$ cat src/rtl/ysyx_23060061_csr_ctrl.sv
// ysyx_23060061_csr_ctrl: sequencer between execute and the CSR register file.
// Runs CSRRW/CSRRS/CSRRC read-modify-write, ECALL trap entry and MRET return,
// one request at a time, and returns the old CSR value plus any PC redirect.
module ysyx_23060061_csr_ctrl #(
   parameter  int unsigned DATA_WIDTH = 32,
   localparam int unsigned CSR_AW     = 12,
   localparam int unsigned PC_W       = 32,
   localparam int unsigned OP_W       = 3
) (
   input  logic                  clk,
   input  logic                  rst,
   input  logic                  req_valid,
   output logic                  req_ready,
   input  logic [OP_W-1:0]       req_op,
   input  logic [CSR_AW-1:0]     req_csr,
   input  logic [DATA_WIDTH-1:0] req_src,
   input  logic [PC_W-1:0]       req_pc,
   output logic                  csr_en,
   output logic [CSR_AW-1:0]     csr_id,
   output logic [DATA_WIDTH-1:0] csr_wdata,
   input  logic [DATA_WIDTH-1:0] csr_rdata,
   output logic                  csr_ecall,
   output logic [PC_W-1:0]       csr_pc,
   input  logic [PC_W-1:0]       csr_mtvec,
   input  logic [PC_W-1:0]       csr_mepc,
   output logic                  resp_valid,
   input  logic                  resp_ready,
   output logic [DATA_WIDTH-1:0] resp_rdata,
   output logic                  redirect_valid,
   output logic [PC_W-1:0]       redirect_pc,
   output logic                  illegal
);

   localparam logic [OP_W-1:0] OP_RW    = OP_W'(0);
   localparam logic [OP_W-1:0] OP_RS    = OP_W'(1);
   localparam logic [OP_W-1:0] OP_RC    = OP_W'(2);
   localparam logic [OP_W-1:0] OP_ECALL = OP_W'(3);
   localparam logic [OP_W-1:0] OP_MRET  = OP_W'(4);

   typedef enum logic [2:0] {
      ST_IDLE  = 3'd0,
      ST_READ  = 3'd1,
      ST_WRITE = 3'd2,
      ST_TRAP  = 3'd3,
      ST_RESP  = 3'd4
   } state_t;

   // state and latched request
   state_t                r_state;
   logic [OP_W-1:0]       r_op;
   logic [DATA_WIDTH-1:0] r_src;
   logic [DATA_WIDTH-1:0] r_old;

   // registered outputs
   logic                  r_req_ready;
   logic                  r_csr_en;
   logic [CSR_AW-1:0]     r_csr_id;
   logic [DATA_WIDTH-1:0] r_csr_wdata;
   logic                  r_csr_ecall;
   logic [PC_W-1:0]       r_csr_pc;
   logic                  r_resp_valid;
   logic [DATA_WIDTH-1:0] r_resp_rdata;
   logic                  r_redirect_valid;
   logic [PC_W-1:0]       r_redirect_pc;
   logic                  r_illegal;

   // next-state values
   state_t                w_state_nxt;
   logic [OP_W-1:0]       w_op_nxt;
   logic [DATA_WIDTH-1:0] w_src_nxt;
   logic [DATA_WIDTH-1:0] w_old_nxt;
   logic                  w_req_ready_nxt;
   logic                  w_csr_en_nxt;
   logic [CSR_AW-1:0]     w_csr_id_nxt;
   logic [DATA_WIDTH-1:0] w_csr_wdata_nxt;
   logic                  w_csr_ecall_nxt;
   logic [PC_W-1:0]       w_csr_pc_nxt;
   logic                  w_resp_valid_nxt;
   logic [DATA_WIDTH-1:0] w_resp_rdata_nxt;
   logic                  w_redirect_valid_nxt;
   logic [PC_W-1:0]       w_redirect_pc_nxt;
   logic                  w_illegal_nxt;

   logic [DATA_WIDTH-1:0] w_new;
   logic                  w_skip_wr;
   logic                  w_accept;

   assign w_accept = req_valid && r_req_ready;

   // read-modify-write value; set/clear with a zero mask leaves the CSR untouched
   always_comb begin
      w_new     = csr_rdata;
      w_skip_wr = 1'b0;
      unique case (r_op)
         OP_RW:   w_new = r_src;
         OP_RS:   w_new = csr_rdata | r_src;
         OP_RC:   w_new = csr_rdata & ~r_src;
         default: w_new = csr_rdata;
      endcase
      if (((r_op == OP_RS) || (r_op == OP_RC)) && (r_src == '0)) begin
         w_skip_wr = 1'b1;
      end
   end

   // next state and next registered outputs; defaults hold everything (RESP back-pressure freeze)
   always_comb begin
      w_state_nxt          = r_state;
      w_op_nxt             = r_op;
      w_src_nxt            = r_src;
      w_old_nxt            = r_old;
      w_req_ready_nxt      = 1'b0;
      w_csr_en_nxt         = 1'b0;
      w_csr_id_nxt         = r_csr_id;
      w_csr_wdata_nxt      = r_csr_wdata;
      w_csr_ecall_nxt      = 1'b0;
      w_csr_pc_nxt         = r_csr_pc;
      w_resp_valid_nxt     = r_resp_valid;
      w_resp_rdata_nxt     = r_resp_rdata;
      w_redirect_valid_nxt = r_redirect_valid;
      w_redirect_pc_nxt    = r_redirect_pc;
      w_illegal_nxt        = r_illegal;

      unique case (r_state)
         ST_IDLE: begin
            w_req_ready_nxt = 1'b1;
            if (w_accept) begin
               w_req_ready_nxt = 1'b0;
               w_op_nxt        = req_op;
               w_src_nxt       = req_src;
               w_csr_id_nxt    = req_csr;
               w_csr_pc_nxt    = req_pc;
               unique case (req_op)
                  OP_RW, OP_RS, OP_RC: begin
                     w_state_nxt = ST_READ;
                  end
                  OP_ECALL: begin
                     w_state_nxt     = ST_TRAP;
                     w_csr_ecall_nxt = 1'b1;
                  end
                  OP_MRET: begin
                     w_state_nxt          = ST_RESP;
                     w_resp_valid_nxt     = 1'b1;
                     w_resp_rdata_nxt     = '0;
                     w_redirect_valid_nxt = 1'b1;
                     w_redirect_pc_nxt    = csr_mepc;
                     w_illegal_nxt        = 1'b0;
                  end
                  default: begin
                     w_state_nxt          = ST_RESP;
                     w_resp_valid_nxt     = 1'b1;
                     w_resp_rdata_nxt     = '0;
                     w_redirect_valid_nxt = 1'b0;
                     w_illegal_nxt        = 1'b1;
                  end
               endcase
            end
         end
         ST_READ: begin
            w_state_nxt     = ST_WRITE;
            w_old_nxt       = csr_rdata;
            w_csr_wdata_nxt = w_new;
            w_csr_en_nxt    = !w_skip_wr;
         end
         ST_WRITE: begin
            w_state_nxt          = ST_RESP;
            w_resp_valid_nxt     = 1'b1;
            w_resp_rdata_nxt     = r_old;
            w_redirect_valid_nxt = 1'b0;
            w_illegal_nxt        = 1'b0;
         end
         ST_TRAP: begin
            w_state_nxt          = ST_RESP;
            w_resp_valid_nxt     = 1'b1;
            w_resp_rdata_nxt     = '0;
            w_redirect_valid_nxt = 1'b1;
            w_redirect_pc_nxt    = csr_mtvec;
            w_illegal_nxt        = 1'b0;
         end
         ST_RESP: begin
            if (resp_ready) begin
               w_state_nxt          = ST_IDLE;
               w_req_ready_nxt      = 1'b1;
               w_resp_valid_nxt     = 1'b0;
               w_resp_rdata_nxt     = '0;
               w_redirect_valid_nxt = 1'b0;
               w_illegal_nxt        = 1'b0;
            end
         end
         default: begin
            w_state_nxt = ST_IDLE;
         end
      endcase
   end

   // state and output registers; reset abandons any operation in flight
   always_ff @(posedge clk or negedge rst) begin
      if (!rst) begin
         r_state          <= ST_IDLE;
         r_op             <= '0;
         r_src            <= '0;
         r_old            <= '0;
         r_req_ready      <= 1'b0;
         r_csr_en         <= 1'b0;
         r_csr_id         <= '0;
         r_csr_wdata      <= '0;
         r_csr_ecall      <= 1'b0;
         r_csr_pc         <= '0;
         r_resp_valid     <= 1'b0;
         r_resp_rdata     <= '0;
         r_redirect_valid <= 1'b0;
         r_redirect_pc    <= '0;
         r_illegal        <= 1'b0;
      end else begin
         r_state          <= w_state_nxt;
         r_op             <= w_op_nxt;
         r_src            <= w_src_nxt;
         r_old            <= w_old_nxt;
         r_req_ready      <= w_req_ready_nxt;
         r_csr_en         <= w_csr_en_nxt;
         r_csr_id         <= w_csr_id_nxt;
         r_csr_wdata      <= w_csr_wdata_nxt;
         r_csr_ecall      <= w_csr_ecall_nxt;
         r_csr_pc         <= w_csr_pc_nxt;
         r_resp_valid     <= w_resp_valid_nxt;
         r_resp_rdata     <= w_resp_rdata_nxt;
         r_redirect_valid <= w_redirect_valid_nxt;
         r_redirect_pc    <= w_redirect_pc_nxt;
         r_illegal        <= w_illegal_nxt;
      end
   end

   assign req_ready      = r_req_ready;
   assign csr_en         = r_csr_en;
   assign csr_id         = r_csr_id;
   assign csr_wdata      = r_csr_wdata;
   assign csr_ecall      = r_csr_ecall;
   assign csr_pc         = r_csr_pc;
   assign resp_valid     = r_resp_valid;
   assign resp_rdata     = r_resp_rdata;
   assign redirect_valid = r_redirect_valid;
   assign redirect_pc    = r_redirect_pc;
   assign illegal        = r_illegal;

endmodule

$ cat config.mk
export PLATFORM = sky130hd
export DESIGN_NAME = ysyx_23060061_csr_ctrl
export DESIGN_NICKNAME = d
export VERILOG_FILES = /design/src/rtl/ysyx_23060061_csr_ctrl.sv
export SDC_FILE = /design/constraint.sdc
export NUM_CORES = 1
export LEC_CHECK = 0
export BUFFER_PORTS_ARGS = -buffer_cell sky130_fd_sc_hd__buf_2
export CAP_MARGIN = 25
export CORE_MARGIN = 4
export CORE_UTILIZATION = 40
export CTS_CLUSTER_DIAMETER = 100
export DETAILED_ROUTE_END_ITERATION = 12
export HOLD_SLACK_MARGIN = 0.08
export MAX_ROUTING_LAYER = met4
export PLACE_DENSITY = 0.65
export SLEW_MARGIN = 25
export SYNTH_ARGS = -nofsm -noshare
export SYNTH_HDL_FRONTEND = slang
export SYNTH_SLANG_ARGS = --single-unit
$ cat constraint.sdc
create_clock -name clk -period 4.05 [get_ports clk]
set_clock_uncertainty 0.2 [all_clocks]
set_input_delay 0.2025 -clock clk [delete_from_list [all_inputs] [get_ports clk]]
set_output_delay 0.2025 -clock clk [all_outputs]
set_load 0.05 [all_outputs]
Word level (Yosys, flattened, before mapping)

Index checks and enable logic that the tools add are counted.

Bits in registers: 216
Word-level logic and storage cells: 81
Output and inout bits: 146
Input port bits: 179

Eq/ne operators: 14
Reduce and logical (&&, ||, !) cells: 19
Mux-type cells: 30
Bitwise logic cells: 3

Operators by type and width:

| kind                                                 | count |
|---|---|
| two-way mux 32 bit                                   | 5 |
| one-hot mux 32 bit (4 select lines)                  | 1 |
| one-hot mux 32 bit (3 select lines)                  | 1 |
| one-hot mux 32 bit (2 select lines)                  | 1 |
| bitwise AND 32 bit                                   | 1 |
| logical NOT 32 bit                                   | 1 |
| NOT 32 bit                                           | 1 |
| bitwise OR 32 bit                                    | 1 |
| equality test 3 x 2 -> 1 bit (second input constant) | 5 |
| two-way mux 1 bit                                    | 12 |
| one-hot mux 3 bit (4 select lines)                   | 1 |
| equality test 3 x 1 -> 1 bit (second input constant) | 3 |
| logical NOT 3 bit                                    | 3 |
| AND reduction 4 bit                                  | 2 |
| equality test 3 bit (second input constant)          | 2 |
| two-way mux 3 bit                                    | 2 |
| != test 2 bit (second input constant)                | 3 |
| one-hot mux 1 bit (2 select lines)                   | 3 |
| one-hot mux 1 bit (3 select lines)                   | 2 |
| one-hot mux 3 bit (2 select lines)                   | 1 |
| one-hot mux 1 bit (4 select lines)                   | 1 |
| AND reduction 2 bit                                  | 2 |
| nonzero test 4 bit                                   | 1 |
| OR reduction 4 bit                                   | 1 |
| 9 further kinds                                      | 10 |

Depth between registers and ports, before layout

Gate-level depths: netlist of the first run.

Word-level depth: 6
Mapped depth: 6

Worst setup path after synthesis of the first run

No wires, ideal clock.

Path kind: reg2reg
From: register r_state[1]
To: register r_redirect_pc[10], in the netlist redirect_pc[10]
Path slack: 2,043 ps
Arrival: 1,682 ps
Path buffers: 2
Cell stages (with the launch flop): 7
Path through: dfrtp_1 buf_6 nor4_4 nand4_2 a21oi_4 buf_12 mux2_4

Word-level cells in the longest chain between the ends: 3
Elaborated cells on any way between the ends: 7
Those cells by class: eq/ne (3); mux (1); reduce/logical (3)

RTL lines:

| what                                                              | line | source |
|---|---|---|
| start: declaration                                                | 49   | `state_t r_state;` |
| start signal: assignment                                          | 214  | `r_state <= w_state_nxt;` |
| logical NOT 3 bit or equality test 3 x 2 -> 1 bit (tied branches) | 123  | `unique case (r_state)` |
| != test 2 x 1 -> 1 bit (no line), or another cell as far along    | --   |  |
| AND reduction 3 bit (no line)                                     | --   |  |
| end signal: assignment                                            | 227  | `r_redirect_pc <= w_redirect_pc_nxt;` |
| end: declaration                                                  | 64   | `logic [PC_W-1:0] r_redirect_pc;` |

Parallel ways exist; a longest one is shown, timed or not.
A chain may end at the register's enable or synchronous reset.

Final worst setup path of the first run

From: register r_state[1]
To: register r_redirect_pc[19], in the netlist redirect_pc[19]

The elaborated chain is that of the path after synthesis.

==> out/metrics.cfg, run 1 <==
[grt]
overflow = 0
grt_first_pass_wirelength_um = 41900
grt_usage = 0.216
grt_pass1_vias = 7753
antenna_found_initial = 1
grt_max_degree = 108

[timing]
finalHoldViolations = 0
period_needed_ps = 2820
setup-violations-final = 0
finalCritPeriodShare = 0.696
grt_setup_unrepaired = false
fmax_mhz = 355
worstMarginPinSlew_ps = 1000
slew_headroom = 0.328
slew_violations = 0
fin_setup_tns_ps = 0

[finish]
drive_above_1_share = 0.484
layout.nets = 1321
layoutNonFillerInstCount = 1440
syn2layout_area_growth_pct = 50.7
fin_util = 0.617

[job]
max_cap_violations = 0

[synthesis]
synthArstFlopShare = 1.00
yosysMostFrequentCell = dfrtp_1
synthTopCellsByCount = 216 x dfrtp_1, 145 x mux2_2, 41 x nor2_1, 34 x o21ai_0
synth_top_area_cell = dfrtp_1
synth_top_area_share = 0.600
synthTopCellsByArea = dfrtp_1 60%, mux2_2 18%, mux2_4 4.8%
ys_seq_area_frac = 0.600
ys.flop_type = dfrtp_1
ys_ff_latch = 216
synth_edf_count = 0
synth_nets = 821
syn_avg_cell_area_um2 = 14.0
syn_area_um2 = 9010
yosys_warnings = 0
synth_cell_types = 35
netlist_instances = 642

[clocking]
path_clk_slew_ps = 60
post_cts_buffers = 0
cts_max_path_buffers = 3
cts_buffers = 25
clkLatencyLatePin_ps = 510
tritoncts = yes
cts_resized = 0
cts-root-buf = clkbuf_16
cts_sinks = 216
htree_num_levels = 1

[critical_path]
crit_buf_inv = 2
worstSetupPathType = flop to flop
cp-end-kind = flop
cp_cell_sequence = nor2b_2 -> nand2_1 -> buf_4 -> mux2_2 -> dlygate4sd3_1 -> mux2_4
cpPeakStageDelay_ps = 590
crit_family = buffers and inverters
r2r_setup_slack_ps = 1230
required_ps = 4230
critical_path_arrival_ps = 3000
crit_fanout = 32
startpoint_type = flop
critPathSlowestCell = dlygate4sd3_1

[power]
p_per_area_nw_per_um2 = 901
leakagePower_nw = 6.39
max-vdd-ir-drop_mv = 0.489
total_power_mw = 12.2

[detailed_routing]
firstDrtPassIters = 5
totalWireLength_um = 27500
postRouteAntennaNets = 0
vias = 7370
drtIter0Drc = 351
drc = 0
routed_via_density = 5.12
avgRoutedWirePerCell_um = 19.1

[hold_path]
hold_class = input pin to asynchronous set/reset pin

[die]
rows = 54
die_y_um = 158
core_area_um2 = 22000
dieArea_um2 = 25000
die_width_um = 158
start_util = 0.409
io_pins = 325

[placed_design]
place.gp.congestion = 0.800
numPortBuffers = 324
place_hpwl_um = 16800
dp.cells = 1216

[run_status]
outcome = complete, no violations

## layout by cell type, fill, tap and decap left out, types with 3 or more instances in the layout
cell           synthesis  layout
mux2_4                29      29
clkbuf_8               0       6
clkbuf_16              0      25
dfrtp_1              216     216
buf_2                 18     323
clkbuf_1              15       3
a22oi_1               32      32
buf_4                  1       9
o21ai_0               34      34
inv_1                  3       3
a21oi_1               32      32
dlygate4sd3_1          0     179
nand2_1                6       5
nor3_1                 4       4
nor2_1                41      38
clkinv_2               0       3
a22o_1                32      32
nor4_1                 8       8
mux2_2               145     145
bufinv_16              0       4
## per-stage QoR
stage	instance area [µm²]	hold slack, ps	worst slack [ps]
floorplan	9010	-293	2040
finish	13600	129	1230
CTS	13600	158	1260
global route	13600	193	1140
global placement	10900	115	1460
detailed placement	10900	111	1420
## registers in the layout (all words and copies together), names as in the netlist, 3 cells and up
register / cells
csr_id: 12
csr_pc: 32
csr_wdata: 32
r_old: 32
r_op: 3
r_src: 32
r_state: 3
redirect_pc: 32
resp_rdata: 32
## path summary, 6_finish.rpt
path,start,endpoint,cells past startpoint
max,r_state[1],redirect_pc[19],6
min,rst,r_old[14],2
max reg2reg,r_state[1],redirect_pc[19],6
min reg2reg,redirect_valid,redirect_valid,1
max in group asynchronous,rst,r_src[3],3
min in group clk,req_src[30],r_src[30],3
## cell type report
type | count | area [µm²]
antenna | 1 | 2.50
clock buffer | 34 | 719
clock inverter | 10 | 159
fill | 1691 | 8440
inverter | 3 | 11.3
multi-input combinational | 381 | 3390
sequential | 216 | 5410
tap | 280 | 350
timing repair buffer | 515 | 3550
## per-layer routing
metal	routed length [µm]	up-vias	track usage
met2	13900	284	0.367
met3	1760	60	0.0375
li1	-	3363	-
met5	0	-	-
met4	664	0	0.0617
met1	11200	3663	0.266
## cells by family (layout without fill, tap and decap cells)
group,count (synthesis),after routing,synth area share
mux,175,175,0.231
buf+inv,45,562,0.0287
xor+xnor,1,1,0.000972
other cells,0,1,0
flops,216,216,0.600
simple gates,68,68,0.0373
compound gates,137,137,0.102
## power by group
group / switching [mW] / leakage (nW) / total, mW / internal [mW]
combinational: 4.03 / 3.38 / 5.93 / 1.89
sequential: 0.712 / 2.57 / 3.95 / 3.23
clock: 0.871 / 0.428 / 2.36 / 1.49
total: 5.62 / 6.39 / 12.2 / 6.62
## repair_timing
action / 4_1_cts / 5_1_grt
hold buffers: 179 / 0
endpoints found under the setup margin: 0 / 0
endpoints found under the hold margin: 293 / 0
Note: power is estimated with default switching activity, not from simulation.
==> inputs of run 2 (changes only) <==
Settings changed: PLACE_DENSITY 0.65 to 0.67.
Clock period 4.05 ns to 2.5 ns, I/O delays scaled along.
==> out/metrics.cfg, run 2 (same netlist as run 1, synthesis figures left out) <==
[detailed_routing]
vias = 7343  ; -0.37%
drc = 0  ; unchanged
routed_via_density = 5.07  ; -0.92%
avgRoutedWirePerCell_um = 18.7  ; -2.3%
totalWireLength_um = 27000  ; -1.8%
postRouteAntennaNets = 0  ; unchanged
firstDrtPassIters = 5  ; unchanged
drtIter0Drc = 324  ; -7.7%

[power]
total_power_mw = 19.6  ; +60%
leakagePower_nw = 6.42  ; +0.48%
max-vdd-ir-drop_mv = 0.941  ; +92%
p_per_area_nw_per_um2 = 1430  ; +59%

[placed_design]
numPortBuffers = 324  ; unchanged
placed_cell_area_um2 = 11000  ; +1.0%
place_hpwl_um = 17000  ; +1.3%
place.gp.congestion = 0.783  ; -2.1%

[timing]
worstMarginPinSlew_ps = 584  ; -421 ps
fin_setup_tns_ps = 0  ; unchanged
period_needed_ps = 2370  ; -450 ps
setup-violations-final = 0  ; unchanged
whs_ps = 165  ; +35.9 ps
fmax_mhz = 423  ; +19%
slew_headroom = 0.611  ; +0.282
grt_setup_unrepaired = false
slew_violations = 0  ; unchanged
finalCritPeriodShare = 0.947  ; +0.251
finalHoldViolations = 0  ; unchanged

[critical_path]
crit_fanout = 12  ; -63%
startpoint_type = flop
crit_buf_inv = 1  ; -1
critical_path_arrival_ps = 2570  ; -430 ps
worstSetupPathType = flop to flop
cp_cell_sequence = nor2_1 -> nand2_4 -> mux2_2 -> dlygate4sd3_1
cpPeakStageDelay_ps = 560  ; -30 ps
crit_family = simple AND/OR/NAND/NOR gates
critPathSlowestCell = dlygate4sd3_1
cp-end-kind = flop
required_ps = 2710  ; -1520 ps

[die]
die_y_um = 158  ; unchanged
die_width_um = 158  ; unchanged
start_util = 0.409  ; unchanged
core_area_um2 = 22000  ; unchanged
rows = 54  ; unchanged
io_pins = 325  ; unchanged
dieArea_um2 = 25000  ; unchanged

[hold_path]
hold_class = input pin to flop

[grt]
grt_max_degree = 98  ; -9.3%
grt_first_pass_wirelength_um = 41900  ; -0.12%
antenna_found_initial = 0  ; -1
grt_usage = 0.214  ; -0.00170
grt_pass1_vias = 7823  ; +0.90%
overflow = 0  ; unchanged

[clocking]
cts_max_path_buffers = 3  ; unchanged
cts-root-buf = clkbuf_16
clkLatencyLatePin_ps = 530  ; +20 ps
cts_sinks = 216  ; unchanged
tritoncts = yes
path_clk_slew_ps = 60  ; about the same
htree_num_levels = 1  ; unchanged
cts_buffers = 24  ; -4.0%
cts_resized = 0  ; unchanged

[finish]
drive_above_1_share = 0.478  ; -0.00630
syn2layout_area_growth_pct = 51.5
final_common_cell = buf_2
finalInstanceArea_um2 = 13700  ; +0.52%
final.fill_count = 1654  ; -2.2%
mostFrequentLayoutCells = 323 x buf_2, 216 x dfrtp_1, 185 x dlygate4sd3_1
diodes = 0  ; -1
layout.nets = 1330  ; +0.68%

[job]
max_cap_violations = 0  ; unchanged

[run_status]
outcome = complete, no violations

==> run 2: changes by cell type in the layout (fill, tap and decap cells not counted), sizes merged <==
cell	before	now
clkinvlp	2	0
clkbuf	34	38
buf	336	340
diode	1	0
dlygate4sd3	179	185
bufinv	4	1
==> run 2: path summary, 6_finish.rpt <==
check	cells after the start	slack [ps]	start	end
worst max register to register	4	130	r_state[0]	r_src[29]
worst min register to register	1	270	redirect_valid	redirect_valid
max in group asynchronous	4	800	rst	redirect_pc[24]
worst min-delay path	3	170	req_src[24]	r_src[24]
worst max-delay path	4	130	r_state[0]	r_src[29]
min in group asynchronous	3	550	rst	r_old[15]
==> run 2: per-layer routing <==
metal / vias up / global-route usage / wire (µm)
met5: - / - / 0
met4: 0 / 0.0658 / 728
met3: 55 / 0.0364 / 1700
met2: 270 / 0.366 / 13800
met1: 3638 / 0.261 / 10800
li1: 3380 / - / -
==> run 2: cell type report <==
class                      count  area [µm²]  area share
timing repair buffer         525        3720       0.272
inverter                       3        11.3    0.000825
clock buffer                  38         703      0.0515
multi-input combinational    381        3390       0.248
tap                          280         350      0.0257
clock inverter                 5        78.8     0.00577
sequential                   216        5410       0.396
==> run 2: what timing repair did <==
action / CTS / global route
hold buffers: 185 / 0
endpoints found under the hold margin: 399 / 0
setup buffers: 0 / 0
==> run 2: where the power goes <==
group | total, mW | switching, mW | internal, mW
clock | 3.46 | 1.42 | 2.04
combinational | 9.73 | 6.53 | 3.20
sequential | 6.38 | 1.14 | 5.24
==> run 2: metrics by stage <==
step / std cells / utilization / setup WS [ps]
after floorplan: 642 / - / 493
after global placement: 1220 / 0.500 / 379
after detailed placement: 1220 / 0.500 / 347
after CTS: 1448 / 0.620 / 148
after global routing: 1448 / 0.620 / 32.9
final: 1448 / 0.620 / 133
==> run 2: worst register-to-register path, stage by stage, from the launching register on <==
cell	delay (ps)
dfrtp_1	510
nor2_1	420
nand2_4	230
mux2_2	320
dlygate4sd3_1	560
==> inputs of run 3 (changes only) <==
Settings changed: CORE_UTILIZATION 40 to 30, PLACE_DENSITY 0.67 to 0.53.
==> out/metrics.cfg, run 3 (same netlist as run 1, synthesis figures left out) <==
[die]
start_util = 0.304  ; -0.105
die_y_um = 181  ; +15%
die_width_um = 181  ; +15%
rows = 63  ; +17%
dieArea_um2 = 32900  ; +32%
io_pins = 325  ; unchanged
core_area_um2 = 29600  ; +35%

[critical_path]
required_ps = 2760  ; +50 ps
critical_path_arrival_ps = 2470  ; -100 ps
worstSetupPathType = flop to flop
crit_fanout = 20  ; +8
rr_endpoint = r_state[0]
startpoint = r_state[0]
cp-end-kind = flop
r2r-start = r_state[0]
crit_end = r_state[0]
r2r_setup_slack_ps = 290  ; +150 ps
reg2reg_depth = 4  ; unchanged
startpoint_type = flop

[grt]
antenna_found_initial = 0  ; unchanged
gr-max-usage-layer = met2
grt.met3_usage = 0.0393  ; +0.00290
grt.met2_usage = 0.279  ; -0.0869
overflow = 0  ; unchanged
grt_max_degree = 74  ; -24%
grt_first_pass_wirelength_um = 44400  ; +6.0%
grt_pass1_vias = 7800  ; -0.29%
use_met1 = 0.220  ; -0.0408
grt_usage = 0.172  ; -0.0420

[clocking]
path_clk_slew_ps = 60  ; about the same
tritoncts = yes
htree_num_levels = 1  ; unchanged
hold_buffers = 181  ; -2.2%
cts_sinks = 216  ; unchanged
cts-root-buf = clkbuf_16
post_cts_buffers = 0  ; unchanged
cts_max_path_buffers = 3  ; unchanged
cts_resized = 0  ; unchanged
cts_buffers = 26  ; +8.3%
clkLatencyLatePin_ps = 520  ; about the same

[hold_path]
hold_class = input pin to flop

[run_status]
outcome = complete, no violations

[detailed_routing]
firstDrtPassIters = 4  ; -1
routed_via_density = 4.62  ; -8.9%
drtIter0Drc = 279  ; -14%
totalWireLength_um = 28400  ; +5.0%
postRouteAntennaNets = 0  ; unchanged
drc = 0  ; unchanged
avgRoutedWirePerCell_um = 18.2  ; -2.3%
vias = 7192  ; -2.1%

[finish]
mostFrequentLayoutCells = 323 x buf_2, 216 x dfrtp_1, 181 x dlygate4sd3_1
fin_util = 0.467  ; -0.153
final.fill_count = 2673  ; +62%
layout.nets = 1330  ; unchanged
diodes = 0  ; unchanged
regArea_um2 = 5410  ; unchanged
final_common_cell = buf_2
drive_above_1_share = 0.483  ; +0.00555
multi_input_area_um2 = 3390  ; unchanged
syn2layout_area_growth_pct = 53.6

[power]
leakagePower_nw = 6.44  ; +0.43%
max-vdd-ir-drop_mv = 0.840  ; -11%
p_per_area_nw_per_um2 = 1430  ; about the same

[timing]
finalCritPeriodShare = 0.886  ; -0.0612
fin_setup_tns_ps = 0  ; unchanged
worstMarginPinSlew_ps = 574  ; -9.64 ps
finalHoldViolations = 0  ; unchanged
slew_headroom = 0.617  ; +0.00643
grt_setup_unrepaired = false
fmax_mhz = 452  ; +6.9%
slew_violations = 0  ; unchanged
setup-violations-final = 0  ; unchanged
period_needed_ps = 2210  ; -153 ps

[job]
max_cap_violations = 0  ; unchanged

[placed_design]
numPortBuffers = 324  ; unchanged
place.gp.congestion = 0.756  ; -3.4%
place_hpwl_um = 18300  ; +7.3%

[run 3: cell types whose count changed in the layout (fill, tap and decap cells not counted)]
| cell | change |
|---|---|
| dlygate4sd3_1 | -4 |
| clkbuf_1 | -3 |
| clkbuf_16 | +3 |
| buf_4 | +2 |
| bufinv_16 | +1 |
| clkbuf_8 | +1 |
| clkinv_16 | -1 |
| clkinvlp_4 | +1 |
| inv_6 | -1 |
[run 3: final cells by class]
cell class	instances	area share
clock buffers	39	0.0564
clock inverters	5	0.00560
inverters	3	0.000813
multi-input cells	381	0.245
flip-flops and latches	216	0.390
well taps	390	0.0352
repair buffers	523	0.267
[run 3: worst max-delay path: stages, from the launching register on]
cell and delay [ps]:
dfrtp_1 520, nor2_1 400, nand2_4 300, nor2_1 170
dlygate4sd3_1 560
[run 3: through the flow]
| step | cell area (µm²) | std cells | hold slack [ps] | setup slack, ps | power [mW] |
|---|---|---|---|---|---|
| after floorplan | 9010 | 642 | -371 | 493 | 13.2 |
| after global placement | 11200 | 1332 | -52.5 | 412 | 15.8 |
| after detailed placement | 11200 | 1332 | -47.9 | 383 | 16.0 |
| after CTS | 13800 | 1557 | 136 | 301 | 20.1 |
| after global routing | 13800 | 1557 | 159 | 179 | 20.9 |
| final | 13800 | 1557 | 167 | 286 | 19.9 |
[run 3: worst min path at each step]
stage / end / slack [ps] / cells past startpoint / startpoint
floorplan: csr_ecall / -370 / 0 / rst
global placement: r_old[18] / -50 / 1 / rst
detailed placement: resp_rdata[18] / -50 / 1 / rst
CTS: csr_pc[2] / 140 / 3 / req_pc[2]
global route: csr_pc[8] / 160 / 3 / req_pc[8]
finish: csr_pc[7] / 170 / 3 / req_pc[7]
[run 3: metal layers]
metal,part of all wire,vias to the layer above
met2,0.48,234
li1,-,3365
met4,0.027,0
met5,0,-
met3,0.060,54
met1,0.43,3539
[run 3: report_power, final]
group	internal [mW]	leakage, nW	total [mW]	switching, mW
Combinational	3.17	3.45	9.70	6.53
Clock	2.34	0.419	3.78	1.44
Sequential	5.24	2.57	6.38	1.15
